[config.mk]
export PLATFORM = sky130hd
export DESIGN_NAME = mc_step_sequencer
export DESIGN_NICKNAME = d
export VERILOG_FILES = /design/src/rtl/mc_step_sequencer.sv
export SDC_FILE = /design/constraint.sdc
export NUM_CORES = 1
export LEC_CHECK = 0
export BUFFER_PORTS_ARGS = -buffer_cell sky130_fd_sc_hd__buf_2
export CORE_AREA = 8 8 67 69
export CTS_CLUSTER_SIZE = 16
export DETAILED_ROUTE_END_ITERATION = 10
export DIE_AREA = 0 0 75 77
export MAX_ROUTING_LAYER = met4
export PLACE_DENSITY = 0.68
export SYNTH_ARGS = -nofsm -noshare
export SYNTH_HDL_FRONTEND = slang
export SYNTH_SLANG_ARGS = --single-unit
[constraint.sdc]
create_clock -name clk -period 2.44 [get_ports clk]
set_input_delay 0.122 -clock clk [delete_from_list [all_inputs] [get_ports clk]]
set_output_delay 0.122 -clock clk [all_outputs]
set_load 0.1 [all_outputs]
[src/rtl/mc_step_sequencer.sv]
// One-hot timing-step generator for the multicycle core.
// Handles memory wait states, MDU stalls, bus timeout and exception entry.
module mc_step_sequencer #(
  parameter int NSTEP = 5,
  parameter int LEN_W = 4,
  parameter int TO_W  = 8
) (
  input  logic             clk,
  input  logic             reset,
  input  logic [LEN_W-1:0] len,
  input  logic             early_done,
  input  logic             mem_req,
  input  logic             mem_ready,
  input  logic             mdu_start,
  input  logic             mdu_done,
  input  logic             exc_req,
  input  logic [4:0]       exc_cause_in,
  input  logic             irq,
  input  logic             irq_en,
  output logic [NSTEP-1:0] step,
  output logic             stall,
  output logic             retire,
  output logic             exc_entry,
  output logic [4:0]       exc_cause,
  output logic             irq_ack,
  output logic             bus_timeout
);

  localparam logic [1:0] RUN      = 2'd0;
  localparam logic [1:0] WAIT_MDU = 2'd1;
  localparam logic [1:0] EXC      = 2'd2;

  localparam logic [LEN_W-1:0] LEN_MIN = LEN_W'(3);
  localparam logic [LEN_W-1:0] LEN_MAX = LEN_W'(NSTEP);
  localparam logic [TO_W-1:0]  TO_LAST = {TO_W{1'b1}} - TO_W'(1);

  logic [1:0]       state_q, state_d;
  logic [NSTEP-1:0] step_q, step_d;
  logic [LEN_W-1:0] len_q, len_d;
  logic [TO_W-1:0]  to_cnt_q, to_cnt_d;
  logic             retire_q, retire_d;
  logic             entry_q, entry_d;
  logic [4:0]       cause_q, cause_d;
  logic             ack_q, ack_d;
  logic             bto_q, bto_d;

  logic [LEN_W-1:0] k;
  logic [LEN_W-1:0] len_clamped;
  logic             run, wmdu, mem_wait, adv, k_ge2;
  logic             fin, timeout, take_exc;

  always_comb begin
    k = '0;
    for (int i = 0; i < NSTEP; i++)
      if (step_q[i]) k = LEN_W'(i);
  end

  always_comb begin
    if (len < LEN_MIN)      len_clamped = LEN_MIN;
    else if (len > LEN_MAX) len_clamped = LEN_MAX;
    else                    len_clamped = len;
  end

  assign run      = (state_q == RUN);
  assign wmdu     = (state_q == WAIT_MDU);
  assign mem_wait = mem_req & ~mem_ready;
  assign adv      = (run & ~mem_wait & ~mdu_start)
                  | (wmdu & mdu_done);
  assign stall    = (run & (mem_wait | mdu_start))
                  | (wmdu & ~mdu_done);
  assign k_ge2    = (k >= LEN_W'(2));
  assign fin      = adv & ((k == len_q - LEN_W'(1))
                  | (early_done & k_ge2));
  assign timeout  = run & mem_wait & (to_cnt_q == TO_LAST);
  assign take_exc = adv & exc_req & k_ge2;

  always_comb begin
    state_d  = state_q;
    step_d   = step_q;
    len_d    = len_q;
    to_cnt_d = to_cnt_q;
    retire_d = 1'b0;
    entry_d  = 1'b0;
    cause_d  = 5'd0;
    ack_d    = 1'b0;
    bto_d    = 1'b0;
    if (state_q == EXC) begin
      state_d  = RUN;
      step_d   = NSTEP'(1);
      to_cnt_d = '0;
    end else if (timeout) begin
      state_d  = EXC;
      step_d   = '0;
      to_cnt_d = '0;
      entry_d  = 1'b1;
      bto_d    = 1'b1;
      cause_d  = step_q[0] ? 5'd6 : 5'd7;
    end else if (run & mem_wait) begin
      to_cnt_d = to_cnt_q + TO_W'(1);
    end else if (take_exc) begin
      state_d  = EXC;
      step_d   = '0;
      to_cnt_d = '0;
      entry_d  = 1'b1;
      cause_d  = exc_cause_in;
    end else if (fin) begin
      retire_d = 1'b1;
      to_cnt_d = '0;
      // interrupt is taken only between instructions
      if (irq & irq_en) begin
        state_d = EXC;
        step_d  = '0;
        entry_d = 1'b1;
        ack_d   = 1'b1;
      end else begin
        state_d = RUN;
        step_d  = NSTEP'(1);
      end
    end else if (adv) begin
      state_d  = RUN;
      step_d   = {step_q[NSTEP-2:0], 1'b0};
      to_cnt_d = '0;
      if (k == LEN_W'(1)) len_d = len_clamped;
    end else if (run & mdu_start) begin
      state_d = WAIT_MDU;
    end
  end

  always_ff @(posedge clk) begin
    if (reset) begin
      state_q  <= RUN;
      step_q   <= NSTEP'(1);
      len_q    <= LEN_MAX;
      to_cnt_q <= '0;
      retire_q <= 1'b0;
      entry_q  <= 1'b0;
      cause_q  <= 5'd0;
      ack_q    <= 1'b0;
      bto_q    <= 1'b0;
    end else begin
      state_q  <= state_d;
      step_q   <= step_d;
      len_q    <= len_d;
      to_cnt_q <= to_cnt_d;
      retire_q <= retire_d;
      entry_q  <= entry_d;
      cause_q  <= cause_d;
      ack_q    <= ack_d;
      bto_q    <= bto_d;
    end
  end

  assign step        = step_q;
  assign retire      = retire_q;
  assign exc_entry   = entry_q;
  assign exc_cause   = cause_q;
  assign irq_ack     = ack_q;
  assign bus_timeout = bto_q;

endmodule

==> metrics.txt <==
status complete, no violations; placed instance area roughly 1500 µm²; Layout Utilization 46.1%; most frequent cells after synthesis dfxtp_1 (28), nand2_1 (14), nor2_1 (12); DRC violations left 0; CTS resizes 0; sequential share of the synthesized area between 40% and 50%; Peak VDD IR between 0.0002 and 0.00025 V; Lkg Pwr 0.000677 µW; Critical Path, Cell by Cell inv_1 -> ha_1 -> nor3_1 -> or4b_4 -> a221o_1 -> and2_4 -> o31a_1; Slew headroom between 50 and 60%; path depth of the worst reg2reg path 7; width of the chip around 75 µm; CP Max Fanout 4; vias in the first global route 1,197; vias post-DR 1,268; Area contributors post-synth dfxtp_1 (42%), nand2_1 (3.9%), nand4_1 (3.7%); Worst setup EP type flop; die area roughly 5800 µm²; Core ar. roughly 3500 µm²; PwrDens 549 nW/µm²; worst flop-to-flop path endpoint len_q[2]; final slew viol count 0; row count 22; synthesized instance count ~160; Peak Freq about 440 MHz; GR Util met3 about 1.3%; met1 Use GR around 15%; slowest library cell on the worst path or4b_4; final hold slack approximately 22 ps; n_diodes 0; Worst Hold Class input pin to flop; Worst R2R Start len_q[0]; Synth top area share between 40% and 50%; post-DR vias/cell around 5.3; Buf+Inv Stages, Crit Path 1; post-synth top area cell dfxtp_1; critical path class flop to flop; M2 GR Usage between 10% and 20%; CTS tree done; DR WL/cell ~13 µm; stages on the worst setup path 7; critical path startpoint len_q[0]; GP Congestion 0.797; crit path to len_q[2]; R2R Setup Slk around 180 ps; initial antenna violation count 0; Min-Delay Path Depth 2; die height 77 µm; detailed-placement wirelength estimate between 2000 and 2500 µm; delay-heaviest family, CP simple AND/OR/NAND/NOR gates; post-route setup slack 176 ps; Hold Buf Count CTS 5; GRT Total Usage a little under an eighth; starting density of the core between 30% and 40%; synthesized area 1340 µm²; Final min period ~2300 ps; TritonCTS buffer count 3; count leader, synth dfxtp_1; Startpoint Class flop; final hold violations 0; number of enable flip-flop cells after synthesis 0; DRT iter0 DRCs 57; fin area 1610 µm²; gr busiest metal met2; Worst EP arrival between 2000 and 3000 ps; asr flop ratio synth 0%; worst-margin pin slew 676 ps; max_cap viols 0; I/O pins 34; Final period util 92.8%; Root Buffer Master clkbuf_4; Layout area overhead 20.7%; CTS max path bufs 2; Syn Nets 177; pre-CTS setup slack 200 ps; Detail Route Antenna Nets 0; final WL between 3000 and 4000 µm; Setup TNS 0 ps; first-pass GRT wire length ~5300 µm; port bufs 33; Yosys reg bits 28; Worst Skew roughly 13 ps; NumNets Final 216; worst-skew pair later-pin latency between 300 and 400 ps; crit-path max cell delay about 510 ps; Synth cell types 45; layout cell share with drive strength beyond 1 between 20% and 30%; clock-pin transition on the worst setup and hold timing paths about 140 ps; synth warn 0; CTS H-tree lvls 1; final setup vio count 0; RSZ-0062 raised after global routing false; Post CTS Setup Buffer Count 0; largest net degree at the start of global routing 15; Mapped Avg Cell Area 8.62 µm²; drt pass-1 iters 4; Req. time, crit path ~2700 ps; Remaining Overflow, GRT 0; ys flop type dfxtp_1; clock sinks 28
-- stage by stage --
step / instances / total power [µW]
after floorplan: 155 / 658
after global placement: 232 / 704
after detailed placement: 232 / 705
after CTS: 240 / 894
after global routing: 240 / 934
final: 240 / 886
-- routing by layer --
metal  part of all wire, %  vias to the layer above
met5                     0                        -
met4                   1.9                        0
met3                   6.5                        5
met2                    41                       39
met1                    50                      576
li1                      -                      648
-- report_power, final --
group	total, µW	switching, µW	internal [µW]
logic	217	153	63.1
registers	485	14.0	471
clock network	184	126	57.9
-- worst reg2reg max path: cells and delay by family, from the launching register on --
family                   cells  cell delay (ps)
adder cells (fa/ha/maj)      1              310
buffers and inverters        1               70
AND/OR/NAND/NOR              3              730
flip-flops                   1              400
AO/OA/AOI/OAI                2              660
-- layout by cell type, fill, tap and decap left out, drive strengths merged, types with 2 or more instances in the layout --
cell type	synthesis	routed
nand3	9	9
ha	3	3
and2	3	3
o21ai	9	9
dlygate4sd3	0	5
nand4	8	8
or4b	3	3
buf	2	34
clkbuf	3	3
nand4b	2	2
a21oi	7	7
nor4	3	3
a21o	4	4
a31oi	3	3
xor2	4	4
nand2	14	14
dfxtp	28	28
or2	3	3
nor2	12	12
nor3	7	7
inv	7	7
o311ai	2	2
-- final cells by class --
cell class | count | area, µm²
clock buffers | 3 | 22.5
well taps | 48 | 60.1
repair buffers | 39 | 223
flip-flops and latches | 28 | 563
multi-input cells | 115 | 718
inverters | 7 | 26.3
fillers | 341 | 1880
-- how the worst min path moves through the flow --
stage,startpoint,endpoint,slack [ps]
after global placement,exc_cause_in[0],exc_cause[0],320
after CTS,reset,len_q[3],20
after floorplan,reset,len_q[3],200
after global routing,reset,len_q[3],20
final,reset,len_q[3],20
after detailed placement,exc_cause_in[2],exc_cause[2],320
-- kinds of logic (layout without fill, tap and decap cells) --
family,count (synthesis),in the layout,share of synthesized area [%]
simple gates,71,71,29.8
compound gates,36,36,17.7
flops,28,28,41.9
buf+inv,12,49,4.31
xor+xnor,4,4,2.62
fa+ha+maj,3,3,2.81
mux,1,1,0.843
-- registers in the layout, summed over array words and instances, names as in the netlist --
name,flops
bus_timeout,1
to_cnt_q,8
state_q,2
irq_ack,1
step,5
exc_cause,5
len_q,4
retire,1
exc_entry,1
No activity file was read; power rests on OpenSTA's default activity.
